`src/rtl/mmio_uart_pkg.sv`:
```
// rtl/mmio_uart_pkg.sv - register map, STATUS bit positions and FSM states for mmio_uart_tx
package mmio_uart_pkg;
    localparam logic [1:0] ADDR_DATA   = 2'd0;
    localparam logic [1:0] ADDR_STATUS = 2'd1;
    localparam logic [1:0] ADDR_DIV    = 2'd2;
    localparam logic [1:0] ADDR_IE     = 2'd3;

    localparam int ST_FULL      = 0;
    localparam int ST_EMPTY     = 1;
    localparam int ST_BUSY      = 2;
    localparam int ST_OVF       = 3;
    localparam int ST_COUNT_LSB = 8;

    typedef enum logic [1:0] {
        S_IDLE  = 2'd0,
        S_START = 2'd1,
        S_DATA  = 2'd2,
        S_STOP  = 2'd3
    } uart_state_t;
endpackage

```
`src/rtl/mmio_uart_tx_sync_fifo.sv`:
```
// rtl/mmio_uart_tx_sync_fifo.sv - synchronous FIFO with occupancy count; pushes while full are dropped
module sync_fifo #(
    parameter int WIDTH = 8,
    parameter int DEPTH = 8
) (
    input  logic                     clk,
    input  logic                     reset,
    input  logic                     push,
    input  logic                     pop,
    input  logic [WIDTH-1:0]         din,
    output logic [WIDTH-1:0]         dout,
    output logic                     full,
    output logic                     empty,
    output logic [$clog2(DEPTH):0]   count
);
    localparam int AW = $clog2(DEPTH);
    localparam int CW = AW + 1;

    logic [WIDTH-1:0] mem [DEPTH];
    logic [AW-1:0]    wr_ptr;
    logic [AW-1:0]    rd_ptr;
    logic             do_push;
    logic             do_pop;

    assign full    = (count == CW'(DEPTH));
    assign empty   = (count == '0);
    assign do_push = push & ~full;
    assign do_pop  = pop & ~empty;
    assign dout    = mem[rd_ptr];

    always_ff @(posedge clk) begin
        if (do_push) begin
            mem[wr_ptr] <= din;
        end
    end

    // Depth is a power of two, so the pointers wrap by natural overflow.
    always_ff @(posedge clk or negedge reset) begin
        if (!reset) begin
            wr_ptr <= '0;
            rd_ptr <= '0;
            count  <= '0;
        end else begin
            if (do_push) wr_ptr <= wr_ptr + AW'(1);
            if (do_pop)  rd_ptr <= rd_ptr + AW'(1);
            case ({do_push, do_pop})
                2'b10:   count <= count + CW'(1);
                2'b01:   count <= count - CW'(1);
                default: count <= count;
            endcase
        end
    end
endmodule

```
`src/rtl/mmio_uart_tx.sv`:
```
// rtl/mmio_uart_tx.sv - memory-mapped 8N1 UART transmitter with TX FIFO
// MMIO_UART_IRQ_EN adds the irq output and the IE register at word 3.
module mmio_uart_tx #(
    parameter int FIFO_DEPTH = 8,
    parameter int DIV_RESET  = 104
) (
    input  logic        clk,
    input  logic        reset,
    input  logic        sel,
    input  logic [1:0]  addr,
    input  logic        re,
    input  logic [3:0]  we,
    input  logic [31:0] wdata,
    output logic [31:0] rdata,
`ifdef MMIO_UART_IRQ_EN
    output logic        irq,
`endif
    output logic        tx
);
    import mmio_uart_pkg::*;

    localparam int CW = $clog2(FIFO_DEPTH) + 1;

    logic            push_req, ovf_clr, start_frame, busy, timer_done, ovf;
    logic            fifo_full, fifo_empty;
    logic [7:0]      fifo_dout, shift;
    logic [CW-1:0]   fifo_count;
    logic [15:0]     div_reg, div_eff, div_lat, timer;
    logic [2:0]      bit_cnt;
    logic [31:0]     status_word;
    logic            unused_ok;
    uart_state_t     state;
`ifdef MMIO_UART_IRQ_EN
    logic [1:0]      ie;
`endif

    assign push_req   = sel & we[0] & (addr == ADDR_DATA);
    assign ovf_clr    = sel & we[0] & (addr == ADDR_STATUS) & wdata[3];
    assign busy       = (state != S_IDLE);
    assign timer_done = (timer == 16'd0);
    assign div_eff    = (div_reg == 16'd0) ? 16'd1 : div_reg;
    // A frame starts from idle or straight out of a finished stop bit, so queued frames butt together.
    assign start_frame = !fifo_empty && ((state == S_IDLE) || (state == S_STOP && timer_done));
    assign unused_ok   = &{1'b0, we[3:2], wdata[31:16]};

    always_comb begin
        status_word                          = '0;
        status_word[ST_FULL]                 = fifo_full;
        status_word[ST_EMPTY]                = fifo_empty;
        status_word[ST_BUSY]                 = busy;
        status_word[ST_OVF]                  = ovf;
        status_word[ST_COUNT_LSB+3:ST_COUNT_LSB] = 4'(fifo_count);
    end

    sync_fifo #(.WIDTH(8), .DEPTH(FIFO_DEPTH)) u_fifo (
        .clk   (clk),
        .reset (reset),
        .push  (push_req),
        .pop   (start_frame),
        .din   (wdata[7:0]),
        .dout  (fifo_dout),
        .full  (fifo_full),
        .empty (fifo_empty),
        .count (fifo_count)
    );

    always_ff @(posedge clk or negedge reset) begin
        if (!reset) begin
            div_reg <= 16'(DIV_RESET);
            ovf     <= 1'b0;
`ifdef MMIO_UART_IRQ_EN
            ie      <= 2'b00;
`endif
        end else begin
            if (sel && addr == ADDR_DIV && we[0]) div_reg[7:0]  <= wdata[7:0];
            if (sel && addr == ADDR_DIV && we[1]) div_reg[15:8] <= wdata[15:8];
            if (push_req && fifo_full) ovf <= 1'b1;
            else if (ovf_clr)          ovf <= 1'b0;
`ifdef MMIO_UART_IRQ_EN
            if (sel && addr == ADDR_IE && we[0]) ie <= wdata[1:0];
`endif
        end
    end

    always_ff @(posedge clk or negedge reset) begin
        if (!reset) begin
            rdata <= '0;
        end else if (sel && re) begin
            case (addr)
                ADDR_STATUS: rdata <= status_word;
                ADDR_DIV:    rdata <= {16'd0, div_reg};
`ifdef MMIO_UART_IRQ_EN
                ADDR_IE:     rdata <= {30'd0, ie};
`endif
                default:     rdata <= '0;
            endcase
        end
    end

`ifdef MMIO_UART_IRQ_EN
    always_ff @(posedge clk or negedge reset) begin
        if (!reset) irq <= 1'b0;
        else        irq <= (ie[0] & fifo_empty & ~busy) | (ie[1] & ovf);
    end
`endif

    // Divisor is latched per frame; timer counts div-1 down to 0 for each bit slot.
    always_ff @(posedge clk or negedge reset) begin
        if (!reset) begin
            state   <= S_IDLE;
            tx      <= 1'b1;
            shift   <= 8'd0;
            bit_cnt <= 3'd0;
            timer   <= 16'd0;
            div_lat <= 16'd1;
        end else if (start_frame) begin
            state   <= S_START;
            tx      <= 1'b0;
            shift   <= fifo_dout;
            bit_cnt <= 3'd0;
            timer   <= div_eff - 16'd1;
            div_lat <= div_eff;
        end else begin
            case (state)
                S_START: begin
                    if (timer_done) begin
                        state <= S_DATA;
                        tx    <= shift[0];
                        timer <= div_lat - 16'd1;
                    end else begin
                        timer <= timer - 16'd1;
                    end
                end
                S_DATA: begin
                    if (timer_done) begin
                        timer <= div_lat - 16'd1;
                        if (bit_cnt == 3'd7) begin
                            state <= S_STOP;
                            tx    <= 1'b1;
                        end else begin
                            bit_cnt <= bit_cnt + 3'd1;
                            shift   <= shift >> 1;
                            tx      <= shift[1];
                        end
                    end else begin
                        timer <= timer - 16'd1;
                    end
                end
                S_STOP: begin
                    if (timer_done) begin
                        state <= S_IDLE;
                        tx    <= 1'b1;
                    end else begin
                        timer <= timer - 16'd1;
                    end
                end
                default: tx <= 1'b1;
            endcase
        end
    end
endmodule

```
`config.mk`:
```
export PLATFORM = sky130hd
export DESIGN_NAME = mmio_uart_tx
export DESIGN_NICKNAME = d
export VERILOG_FILES = /design/src/rtl/mmio_uart_pkg.sv /design/src/rtl/mmio_uart_tx_sync_fifo.sv /design/src/rtl/mmio_uart_tx.sv
export SDC_FILE = /design/constraint.sdc
export NUM_CORES = 1
export LEC_CHECK = 0
export BUFFER_PORTS_ARGS = -buffer_cell sky130_fd_sc_hd__buf_2
export CAP_MARGIN = 20
export CORE_MARGIN = 2
export CORE_UTILIZATION = 40
export CTS_CLUSTER_SIZE = 12
export DETAILED_ROUTE_END_ITERATION = 12
export SYNTH_ARGS = -nofsm -noshare
export SYNTH_HDL_FRONTEND = slang
export SYNTH_SLANG_ARGS = --single-unit
```
`constraint.sdc`:
```
create_clock -name clk -period 3.6 [get_ports clk]
set_input_delay 0.36 -clock clk [delete_from_list [all_inputs] [get_ports clk]]
set_output_delay 0.36 -clock clk [all_outputs]
set_load 0.05 [all_outputs]
```
# Word-level counts from Yosys, hierarchy flattened

Memories as Yosys holds them, arrays and structs flattened.
Cells that the tools add are included.
Widths: inputs -> output; s select.

Add/sub/neg operators: 8
Eq/ne operators: 15
Multiplexer cells: 31
Bitwise logic cells: 8
Reduce and logical (&&, ||, !) cells: 26

Operators by type and width:

| kind                  | count |
|---|---|
| $mux 16               | 4 |
| $pmux 16 s2           | 2 |
| $sub 16x1->16 const B | 3 |
| $logic_not 16->1      | 2 |
| $mux 8                | 4 |
| $ne 3x2->1 const B    | 5 |
| $mux 3                | 4 |
| $mux 2                | 5 |
| $reduce_bool 2->1     | 5 |
| $add 3x1->3 const B   | 3 |
| $mux 1                | 9 |
| $eq 2x2->1 const B    | 4 |
| $pmux 4 s2            | 1 |
| $logic_and 1x1->1     | 7 |
| $and 1x1->1           | 6 |
| $eq 2x1->1 const B    | 3 |
| $pmux 2 s3            | 1 |
| $reduce_and 3->1      | 2 |
| $reduce_and 5->1      | 1 |
| $add 4x1->4 const B   | 1 |
| $eq 4x4->1 const B    | 1 |
| $logic_not 2->1       | 2 |
| $logic_not 4->1       | 1 |
| $reduce_bool 4->1     | 1 |
| other kinds (10)      | 11 |

Register bits after elaboration: 105
RAM bits: 64
Output and inout port bits: 33
Memories: 1

Memories:

| name       | depth | bits a word | read ports | clocked after Yosys merged registers in | wr ports | line                         | RTL |
|---|---|---|---|---|---|---|---|
| u_fifo.mem | 8     | 8           | 1          | 0                                       | 1        | mmio_uart_tx_sync_fifo.sv:19 | `logic [WIDTH-1:0] mem [DEPTH];` |

# Logic depth before layout (Yosys ltp)

Gate-level depths: netlist (run 1).

Word-level depth: 7
Depth in mapped cells: 14
Mapped depth without buffers: 13

# Modules after synthesis

A second synthesis (run 1) with hierarchy kept.

Cell total of the unflattened synthesis: 657
Area, all modules: 7840.0 um^2

By module, submodules not included:

| module       | times used | cells an instance | area an instance (um^2) | sequential area each (um^2) |
|---|---|---|---|---|
| mmio_uart_tx | 1          | 497               | 4705.8                  | 1983.2 |
| sync_fifo    | 1          | 160               | 3134.3                  | 2172.1 |

# Worst setup path after synthesis (run 1)

No wires, ideal clock.

Path type: flip-flop to flip-flop
Start point: register timer[0]
End point: register u_fifo.count[3]
Arrival: 2.808 ns
Required time: 3.474 ns
Path slack: 0.666 ns
Cell stages (with the launch flop): 15
Buffers on the path: 1
Path through: dfrtp_1 inv_1 ha_1 nor4b_1 nand4_1 o21a_1 inv_2 clkbuf_1 ha_1 ha_1 a21o_1 a21oi_1 xnor2_1 nor2_1 xor2_1

Word-level cells in the longest chain between the ends: 7
Elaborated cells on any way between the ends: 9
Classes of those cells: eq/ne: 2; mux: 1; bitwise: 1; reduce/logical: 5

Ends and longest elaborated chain:

| item                                                   | line                         | RTL |
|---|---|---|
| from (decl)                                            | mmio_uart_tx.sv:28           | `logic [15:0] div_reg, div_eff, div_lat, timer;` |
| from (signal assigned)                                 | mmio_uart_tx.sv:121          | `timer <= div_eff - 16'd1;` |
| from (signal assigned)                                 | mmio_uart_tx.sv:129          | `timer <= div_lat - 16'd1;` |
| from (signal assigned)                                 | mmio_uart_tx.sv:131          | `timer <= timer - 16'd1;` |
| $logic_not 16->1 *                                     | mmio_uart_tx.sv:40           | `assign timer_done = (timer == 16'd0);` |
| $logic_and 1x1->1 *                                    | mmio_uart_tx.sv:43           | `assign start_frame = !fifo_empty && ((state == S_IDLE) \|\| (state == S_STOP && timer_done));` |
| $logic_or 1x1->1 *                                     | mmio_uart_tx.sv:43           |  |
| $logic_and 1x1->1 *                                    | mmio_uart_tx.sv:43           |  |
| net start_frame                                        | mmio_uart_tx.sv:24           | `logic push_req, ovf_clr, start_frame, busy, timer_done, ovf;` |
| $and 1x1->1 *                                          | mmio_uart_tx_sync_fifo.sv:28 | `assign do_pop = pop & ~empty;` |
| $eq 2x1->1 / $eq 2x2->1 (equally long branches)        | mmio_uart_tx_sync_fifo.sv:46 | `case ({do_push, do_pop})` |
| $pmux 4 s2 / $reduce_bool 2->1 (equally long branches) | n/a                          |  |
| to (signal assigned)                                   | mmio_uart_tx_sync_fifo.sv:47 | `2'b10: count <= count + CW'(1);` |
| to (signal assigned)                                   | mmio_uart_tx_sync_fifo.sv:48 | `2'b01: count <= count - CW'(1);` |
| to (signal assigned)                                   | mmio_uart_tx_sync_fifo.sv:49 | `default: count <= count;` |
| to (decl)                                              | mmio_uart_tx_sync_fifo.sv:14 | `output logic [$clog2(DEPTH):0] count` |

The timed path passes the listed nets; every way through them passes the cells marked *.
A chain may end at the register's enable or synchronous reset.

# Worst setup path in the final report (run 1)

Start point: register div_reg[10]
End point: register timer[12]

Word-level cells in the longest chain between the ends: 4

Ends and longest elaborated chain:

| item                   | line                | RTL |
|---|---|---|
| from (decl)            | mmio_uart_tx.sv:28  |  |
| from (signal assigned) | mmio_uart_tx.sv:69  | `div_reg <= 16'(DIV_RESET);` |
| from (signal assigned) | mmio_uart_tx.sv:76  | `if (sel && addr == ADDR_DIV && we[1]) div_reg[15:8] <= wdata[15:8];` |
| $logic_not 16->1       | mmio_uart_tx.sv:41  | `assign div_eff = (div_reg == 16'd0) ? 16'd1 : div_reg;` |
| $mux 16 *              | mmio_uart_tx.sv:41  |  |
| $sub 16x1->16 *        | mmio_uart_tx.sv:121 |  |
| $mux 16 *              | mmio_uart_tx.sv:116 | `end else if (start_frame) begin` |

Every way passes the cells marked *; elsewhere a longest branch is shown, timed or not.

==> flow_metrics.py, run 1 <==
metrics = {
    "run_status": {
        "outcome": "finished clean",
    },
    "power_and_ir_drop": {
        "irDropWorstVdd_v": 0.000366,
        "leakagePower_nw": 3.45,
        "powerDensity_nw_per_um2": 795,
        "finalPower_mw": 6.78,
    },
    "timing": {
        "tightest_slew_ns": 0.830,
        "min_period_over_period": 0.872,
        "rsz0062_at_grt": "false",
        "finClkSkew_ns": 0.00764,
        "hold_viol": 0,
        "slew_violations": 0,
        "period_needed_ns": 3.14,
        "slew-limit-headroom": 0.445,
        "setup_viol": 0,
        "setup_tns_ns": 0,
        "fmax_mhz": 318,
    },
    "synth": {
        "synth_most_common_cell": "nand2_1",
        "syn_inst": 654,
        "ys_top_cells_by_count": "nand2_1 (89), dfrtp_1 (84), edfxtp_1 (64), nor2_1 (44), o21ai_0 (40)",
        "ys_warn_count": 0,
        "netlist.area_leader.share": 0.279,
        "avgSynthCellArea_um2": 11.5,
        "ys_async_sr_fraction": 0.582,
        "seq_area_frac_synth": 0.551,
        "yosysTopAreaCell": "dfrtp_1",
        "synthFlopType": "dfrtp_1",
        "synth-seq-cells": 153,
        "synthTopCellsByArea": "dfrtp_1 (28%), edfxtp_1 (25%), mux4_2 (4.8%), nand2_1 (4.4%), ha_1 (3.2%)",
        "synth_cell_types": 62,
        "synth_edf_count": 64,
        "synth_area_um2": 7540,
    },
    "cells_and_area": {
        "fillCellCount": 1668,
        "design.final.nets": 755,
        "regMostFlops": "u_fifo.mem",
        "stdcell_count": 940,
        "largest_reg_flops": 64,
        "area_growth_pct": 13.0,
        "antenna_cells": 0,
        "drive_gt1_frac": 0.203,
    },
    "worst_setup_path": {
        "end_kind": "register",
        "r2r-end": "timer[12]",
        "cp_max_fo": 7,
        "crit_type": "register to register",
        "worst_ep_required_time_ns": 3.90,
        "startpoint_type": "register",
        "rrSetupSlack_ns": 0.46,
        "worst_r2r_path_depth": 11,
        "endpoint": "timer[12]",
        "r2r-start": "div_reg[10]",
        "arrival_ns": 3.44,
        "startpoint": "div_reg[10]",
    },
    "route": {
        "wl_met3_um": 655,
        "finalWirelength_um": 15900,
        "vias": 5078,
        "drtPass1Iterations": 4,
        "met2_length_um": 7650,
        "viasPerCell": 5.40,
        "drc": 0,
        "ant_nets": 0,
        "met1Wirelength_um": 7470,
        "highest_layer": "met4",
        "avgRoutedWirePerCell_um": 16.9,
        "drt-initial-drc-count": 507,
    },
    "placed_design": {
        "dp_hpwl_um": 11000,
        "gp_congestion": 0.825,
        "io_buffers": 40,
        "dp_cells": 906,
    },
    "floorplanning": {
        "rows": 50,
        "io_pins": 75,
        "dieArea_um2": 20000,
        "start_util": 0.406,
        "placeableCoreArea_um2": 18600,
        "die_height_um": 141,
        "die_w_um": 141,
    },
    "cts": {
        "path_clk_slew_ns": 0.07,
        "cts_tree": "done",
        "insertion_delay_ns": 0.42,
        "htreeDepth": 4,
        "cts_made_buffers": 17,
        "post_cts.repair.setup_buffers": 0,
        "clock_sinks": 153,
        "cts-root-buf": "clkbuf_16",
        "cts_buffer_depth": 2,
    },
    "global_routing": {
        "grt_overflow": 0,
        "grt_pass1_wl_um": 26200,
        "antenna_found_initial": 0,
        "grt_max_degree": 79,
        "grtUsageTotal": 0.167,
        "grt_pass1_vias": 5040,
    },
    "job": {
        "drv_cap": 0,
    },
    "worst_hold_path": {
        "min_path_type": "primary input to register",
    },
}
[how the worst min path moves through the flow]
| stage | startpoint | end | slack [ns] | cells past startpoint |
|---|---|---|---|---|
| floorplan | reset | bit_cnt[0] | 0.06 | 0 |
| global placement | rdata[15] | rdata[15] | 0.46 | 2 |
| detailed placement | rdata[10] | rdata[10] | 0.47 | 2 |
| CTS | reset | rdata[10] | 0.15 | 1 |
| global route | wdata[15] | div_reg[15] | 0.15 | 2 |
| finish | wdata[12] | div_reg[12] | 0.16 | 2 |
[cell usage in the layout (no fill, tap or decap), types with 4 or more instances in the layout]
| master | count |
|---|---|
| a21oi_1 | 24 |
| xor2_1 | 24 |
| dfstp_2 | 5 |
| buf_4 | 10 |
| mux2i_1 | 12 |
| a211oi_1 | 8 |
| dfrtp_1 | 84 |
| edfxtp_1 | 64 |
| ha_1 | 19 |
| a32oi_1 | 4 |
| nor4_1 | 4 |
| mux4_2 | 16 |
| nand2b_1 | 6 |
| nand4_1 | 6 |
| nand2_1 | 89 |
| buf_2 | 39 |
| a22oi_1 | 10 |
| conb_1 | 16 |
| or4_4 | 5 |
| clkbuf_16 | 17 |
| nor3_1 | 17 |
| o21ai_0 | 40 |
| nor2b_1 | 8 |
| inv_1 | 17 |
| nand3_1 | 14 |
| xnor2_1 | 16 |
| mux2_2 | 20 |
| inv_6 | 4 |
| inv_8 | 5 |
| nor2_1 | 44 |
[power by group]
group / internal [mW] / switching [mW] / total [mW] / leakage (nW)
logic: 1.01 / 1.39 / 2.39 / 1.50
clock network: 0.909 / 0.772 / 1.68 / 0.274
registers: 2.22 / 0.483 / 2.70 / 1.67
[routing by layer]
metal | vias to the layer above | GRT usage
met5 | - | 0
met4 | 0 | 0.0432
met3 | 11 | 0.0452
met2 | 125 | 0.267
met1 | 2528 | 0.228
li1 | 2414 | -
[worst max-delay path, stage by stage (launching register included)]
cell,delay [ns]
dfrtp_1,0.52
or4_1,0.25
nor3b_2,0.07
nor2b_1,0.16
a21oi_1,0.25
ha_1,0.22
or3b_2,0.50
or3_1,0.41
nor4_1,0.27
xor2_1,0.13
a22oi_1,0.14
o21ai_0,0.10
[through the flow]
stage                     setup WS, ns  area, µm²   util  hold slack [ns]
final                            0.460       8520  0.459            0.163
after global routing             0.235       8520  0.459            0.152
after CTS                        0.452       8480  0.457            0.149
after detailed placement         0.469       7930  0.427            0.473
after global placement           0.560       7930  0.427            0.461
after floorplan                  0.666       7600      -           0.0644
[final cells by class]
| type | instances | area (µm²) | share of cell area |
|---|---|---|---|
| clock inverters | 15 | 130 | 0.0153 |
| clock buffers | 17 | 425 | 0.0499 |
| flip-flops and latches | 153 | 4160 | 0.488 |
| inverters | 18 | 67.6 | 0.00793 |
| well taps | 234 | 293 | 0.0344 |
| multi-input cells | 452 | 3140 | 0.369 |
| repair buffers | 51 | 308 | 0.0361 |
[timing repair]
action                    4_1_cts  5_1_grt
hold buffers                    0        1
gates resized for setup         0        0
hold endpoints to repair        0       28
[cell families (layout without fill, tap and decap cells)]
group                      Yosys count  after routing  share of synthesized area
and+or+nand+nor                    218            218                      0.142
DFF                                153            153                      0.551
AOI/OAI and AO/OA                  110            110                     0.0915
buffers and inverters               64            101                     0.0408
muxes                               48             48                     0.0935
xor gates and xnor gates            40             40                     0.0464
adders and majority gates           20             20                     0.0342
other                                1             16                   0.000497
Note: power is estimated with default switching activity, not from simulation.
==> run 2, diff against run 1 <==
BUFFER_PORTS_ARGS = -buffer_cell sky130_fd_sc_hd__buf_4   (was -buffer_cell sky130_fd_sc_hd__buf_2)
CORE_MARGIN = 4   (was 2)
==> run 2 against run 1 <==
  * Final cell count decreased by 0.53%
  * Combinational power about the same
  * Flip-flop and latch count unchanged
  * Final area increased by 1.2%
  * Sequential power increased by 1%
  * Power increased by 2.2%
  * Register-to-register slack got worse by 0.05 ns
  * Worst setup slack got worse by 0.049 ns
  * First-iteration DRC count decreased by 24%
  * Global-route usage decreased by 0.65 points
  * Non-clock buffer count unchanged
  * Critical path depth unchanged
  * Largest cell class unchanged
==> flow_metrics.py, run 2 (synthesis gave the netlist of run 1 again) <==
metrics = {
    "run_status": {
        "outcome": "finished clean",
    },
    "cells_and_area": {
        "drive_gt1_frac": 0.204,
        "final_cell_mix": "nand2_1 (89), dfrtp_1 (84), edfxtp_1 (64), buf_4 (51), nor2_1 (44)",
        "antenna_cells": 0,
        "stdcell_count": 935,
        "design.final.nets": 755,
        "largest_reg_flops": 64,
        "fillCellCount": 1632,
        "fin_area_um2": 8630,
        "final_common_cell": "nand2_1",
        "area_growth_pct": 14.4,
        "regMostFlops": "u_fifo.mem",
    },
    "placed_design": {
        "place_area_um2": 8040,
        "dp_hpwl_um": 11600,
        "io_buffers": 40,
        "gp_congestion": 0.848,
        "dp_cells": 903,
        "post-place-ws_ns": 0.451,
    },
    "timing": {
        "slew-limit-headroom": 0.392,
        "min_period_over_period": 0.886,
        "hold_viol": 0,
        "slew_violations": 0,
        "fmax_mhz": 314,
        "setup_slack_ns": 0.411,
        "finClkSkew_ns": 0.00770,
        "setup_tns_ns": 0,
        "rsz0062_at_grt": "false",
        "tightest_slew_ns": 0.911,
        "period_needed_ns": 3.19,
        "holdWs_ns": 0.0424,
        "setup_viol": 0,
    },
    "route": {
        "highest_layer": "met4",
        "viasPerCell": 5.47,
        "drt-initial-drc-count": 384,
        "wl_met3_um": 868,
        "avgRoutedWirePerCell_um": 17.7,
        "drtPass1Iterations": 5,
        "met2_length_um": 7960,
        "met1Wirelength_um": 7490,
        "ant_nets": 0,
        "finalWirelength_um": 16600,
        "vias": 5118,
        "drc": 0,
    },
    "cts": {
        "cts_tree": "done",
        "insertion_delay_ns": 0.43,
        "cts_resized": 0,
        "post_cts.repair.setup_buffers": 0,
        "path_clk_slew_ns": 0.07,
        "clock_sinks": 153,
        "cts-root-buf": "clkbuf_16",
        "cts_made_buffers": 17,
        "cts_buffer_depth": 2,
        "holdBufCountCts": 0,
        "htreeDepth": 4,
    },
    "power_and_ir_drop": {
        "irDropWorstVdd_v": 0.000415,
        "leakagePower_nw": 3.48,
        "powerDensity_nw_per_um2": 803,
    },
    "floorplanning": {
        "dieArea_um2": 21100,
        "start_util": 0.413,
        "io_pins": 75,
        "die_w_um": 145,
        "rows": 49,
        "placeableCoreArea_um2": 18300,
        "die_height_um": 145,
    },
    "worst_setup_path": {
        "startpoint_type": "register",
        "worst_r2r_path_depth": 11,
        "worst_ep_required_time_ns": 3.90,
        "startpoint": "div_reg[9]",
        "crit_type": "register to register",
        "end_kind": "register",
        "cp_max_fo": 8,
        "r2r-start": "div_reg[9]",
        "arrival_ns": 3.49,
    },
    "global_routing": {
        "grt_overflow": 0,
        "grt_max_degree": 69,
        "grtUsageTotal": 0.161,
        "grt_pass1_vias": 5185,
        "antenna_found_initial": 0,
        "grt_pass1_wl_um": 27500,
    },
    "job": {
        "drv_cap": 0,
    },
    "worst_hold_path": {
        "min_path_type": "primary input to async pin",
    },
}
run 2: cell count changes in the layout (fill, tap and decap cells not counted), sizes merged:
| cell | before | now |
|---|---|---|
| clkinvlp | 2 | 1 |
| buf | 50 | 51 |
| inv | 27 | 26 |
| clkbuf | 17 | 18 |
| dlygate4sd3 | 1 | 0 |
| bufinv | 0 | 1 |
run 2: power breakdown:
group	total, mW	internal, mW	switching, mW
combinational	2.39	1.03	1.36
clock	1.79	1.00	0.789
sequential	2.74	2.22	0.525
total	6.92	4.25	2.67
run 2: path summary, 6_finish.rpt:
kind                               endpoint  slack (ns)
worst max-delay path              timer[12]        0.41
worst min-delay path              rdata[10]        0.04
worst max register to register    timer[12]        0.41
worst min register to register    rdata[14]        0.48
max in group asynchronous        div_reg[5]        2.65
min in group clk                div_reg[11]        0.17
run 2: final cells by class:
cell class	instances	area [µm²]	share of cell area
Clock inverter	14	154	0.0178
Multi-Input combinational cell	452	3140	0.364
Inverter	18	67.6	0.00783
Tap cell	229	287	0.0332
Timing Repair Buffer	51	383	0.0444
Sequential cell	153	4160	0.482
Clock buffer	18	439	0.0509
run 2: layer usage:
layer | GRT usage | up-vias
li1 | - | 2418
met3 | 0.0386 | 23
met4 | 0.0527 | 0
met5 | 0 | -
met2 | 0.257 | 158
met1 | 0.217 | 2519
run 2: worst max-delay path: stages, from the launching register on:
cell     delay (ns)
dfrtp_1        0.53
or4_1          0.25
nor3b_2        0.07
nor2b_1        0.17
a21oi_1        0.26
ha_1           0.24
or3b_2         0.50
or3_1          0.40
nor4_1         0.27
xor2_1         0.14
a22oi_1        0.14
o21ai_0        0.10
run 2: metrics by stage:
stage                     total power [mW]   util
after global routing                  7.39  0.472
after global placement                5.07  0.440
after floorplan                       4.48      -
after CTS                             6.96  0.472
after detailed placement              5.16  0.440
final                                 6.92  0.472
==> run 3, diff against run 2 <==
BUFFER_PORTS_ARGS = default   (was -buffer_cell sky130_fd_sc_hd__buf_4)
DONT_BUFFER_PORTS = 1   (was default)
clock period = 3.95 ns   (was 3.6 ns; I/O delays follow)
==> run 3 against run 2 <==
  * First-iteration DRC count is 2.1% higher
  * Critical path depth is 1 lower
  * Utilization is 1.6 points lower
  * Global-route usage is 0.58 points lower
  * Routed wire length is 4.2% lower
  * Clock skew is 0.00072 ns lower
  * Highest routed layer unchanged
  * Critical endpoint is now timer[10]
  * Die area stayed put
  * Flip-flop and latch count stayed put
  * Clock-buffer cell count is 1 lower
  * Power is 9.8% lower
  * Worst setup slack better by 0.35 ns
  * Critical path type unchanged
==> flow_metrics.py, run 3 (synthesis gave the netlist of run 1 again) <==
metrics = {
    "worst_setup_path": {
        "worst_ep_required_time_ns": 4.26,
        "crit_type": "register to register",
        "arrival_ns": 3.50,
        "r2r-start": "div_reg[9]",
        "worst_r2r_path_depth": 10,
        "r2r-end": "timer[10]",
        "startpoint_type": "register",
        "rrSetupSlack_ns": 0.76,
        "end_kind": "register",
        "cp_max_fo": 8,
    },
    "worst_hold_path": {
        "hold-path-endpoint": "u_fifo.mem[3][7]",
        "min_path_cells": 0,
        "min_path_type": "primary input to register",
        "min-delay-start": "wdata[7]",
    },
    "global_routing": {
        "use_met2": 0.248,
        "grt_util_met1": 0.210,
        "grt_pass1_vias": 4995,
        "grt_overflow": 0,
        "grt_max_degree": 90,
        "antenna_found_initial": 0,
        "grt_util_met3": 0.0349,
        "grtUsageTotal": 0.155,
        "busiest_layer": "met2",
        "grt_pass1_wl_um": 26400,
    },
    "placed_design": {
        "dp_cells": 859,
        "place_area_um2": 7700,
        "post-place-ws_ns": 0.787,
        "gp_congestion": 0.821,
        "io_buffers": 0,
        "dp_hpwl_um": 10900,
    },
    "floorplanning": {
        "die_height_um": 145,
        "io_pins": 75,
        "start_util": 0.413,
        "placeableCoreArea_um2": 18300,
        "dieArea_um2": 21100,
        "rows": 49,
        "die_w_um": 145,
    },
    "timing": {
        "min_period_over_period": 0.808,
        "rsz0062_at_grt": "false",
        "setup_tns_ns": 0,
        "holdWs_ns": 0.0628,
        "finClkSkew_ns": 0.00697,
        "period_needed_ns": 3.19,
        "tightest_slew_ns": 0.848,
        "setup_viol": 0,
        "slew-limit-headroom": 0.433,
        "fmax_mhz": 313,
        "setup_slack_ns": 0.757,
        "slew_violations": 0,
        "hold_viol": 0,
    },
    "cells_and_area": {
        "final_common_cell": "nand2_1",
        "regMostFlops": "u_fifo.mem",
        "final_cell_mix": "nand2_1 (89), dfrtp_1 (84), edfxtp_1 (64), nor2_1 (44), o21ai_0 (40)",
        "area_growth_pct": 10.6,
        "fillCellCount": 1647,
        "fin_util": 0.457,
        "stdcell_count": 893,
        "fin_area_um2": 8340,
        "largest_reg_flops": 64,
        "design.final.nets": 713,
        "drive_gt1_frac": 0.152,
        "antenna_cells": 0,
    },
    "route": {
        "viasPerCell": 5.52,
        "drc": 0,
        "avgRoutedWirePerCell_um": 17.8,
        "drt-initial-drc-count": 392,
        "vias": 4927,
        "ant_nets": 0,
        "drtPass1Iterations": 5,
        "finalWirelength_um": 15900,
    },
    "cts": {
        "clock_sinks": 153,
        "cts_buffer_depth": 2,
        "path_clk_slew_ns": 0.06,
        "cts_made_buffers": 17,
        "htreeDepth": 4,
        "insertion_delay_ns": 0.43,
        "cts_tree": "done",
        "post_cts.repair.setup_buffers": 0,
        "cts-root-buf": "clkbuf_16",
    },
    "run_status": {
        "outcome": "finished clean",
    },
    "power_and_ir_drop": {
        "switchingPower_mw": 2.38,
        "powerDensity_nw_per_um2": 748,
        "finalPower_mw": 6.24,
        "pwr-share-seq": 0.409,
        "intPower_mw": 3.87,
        "leakagePower_nw": 3.27,
        "clkPwrFrac": 0.265,
        "irDropWorstVdd_v": 0.000365,
        "power_frac_comb": 0.326,
        "switching_share": 0.381,
    },
    "job": {
        "drv_cap": 0,
    },
}
run 3: worst max-delay path by stage:
| stage | start | end | slack [ns] | cells past startpoint |
|---|---|---|---|---|
| after floorplan | timer[0] | u_fifo.count[3] | 1.02 | 14 |
| after global placement | div_reg[9] | timer[10] | 0.85 | 10 |
| after detailed placement | div_reg[9] | timer[10] | 0.79 | 10 |
| after CTS | div_reg[9] | timer[10] | 0.77 | 10 |
| after global routing | div_reg[9] | timer[12] | 0.58 | 11 |
| final | div_reg[9] | timer[10] | 0.76 | 10 |
run 3: layer usage:
metal	wire (µm)	vias up
li1	-	2333
met1	7280	2438
met2	7520	137
met3	817	19
met4	244	0
met5	0	-
run 3: power by group through the flow:
stage	Clock, mW	Combinational (mW)	Sequential [mW]
2_1_floorplan	0	1.69	2.40
3_5_place_dp	0	2.01	2.58
6_report	1.66	2.04	2.55
5_1_grt	1.76	2.30	2.61
3_3_place_gp	0	1.96	2.56
4_1_cts	1.69	2.05	2.54
run 3: cell type report:
type	count	area (µm²)	area share
timing repair buffer	9	90.1	0.0108
sequential	153	4160	0.498
inverter	18	67.6	0.00810
multi-input combinational	452	3140	0.377
tap	229	287	0.0343
clock buffer	17	425	0.0510
clock inverter	15	176	0.0211
run 3: repair_timing:
action,4_1_cts,5_1_grt
endpoints found under the hold margin,89,0
gates resized for setup,0,0
hold buffers,2,0
run 3: critical path: stages (launching register included):
cell	delay, ns
dfrtp_1	0.48
or4_1	0.65
nor3b_2	0.33
nor2b_1	0.25
a21oi_1	0.13
ha_1	0.24
or3b_2	0.24
or3_1	0.19
nor2_1	0.07
xor2_1	0.17
a221o_2	0.34
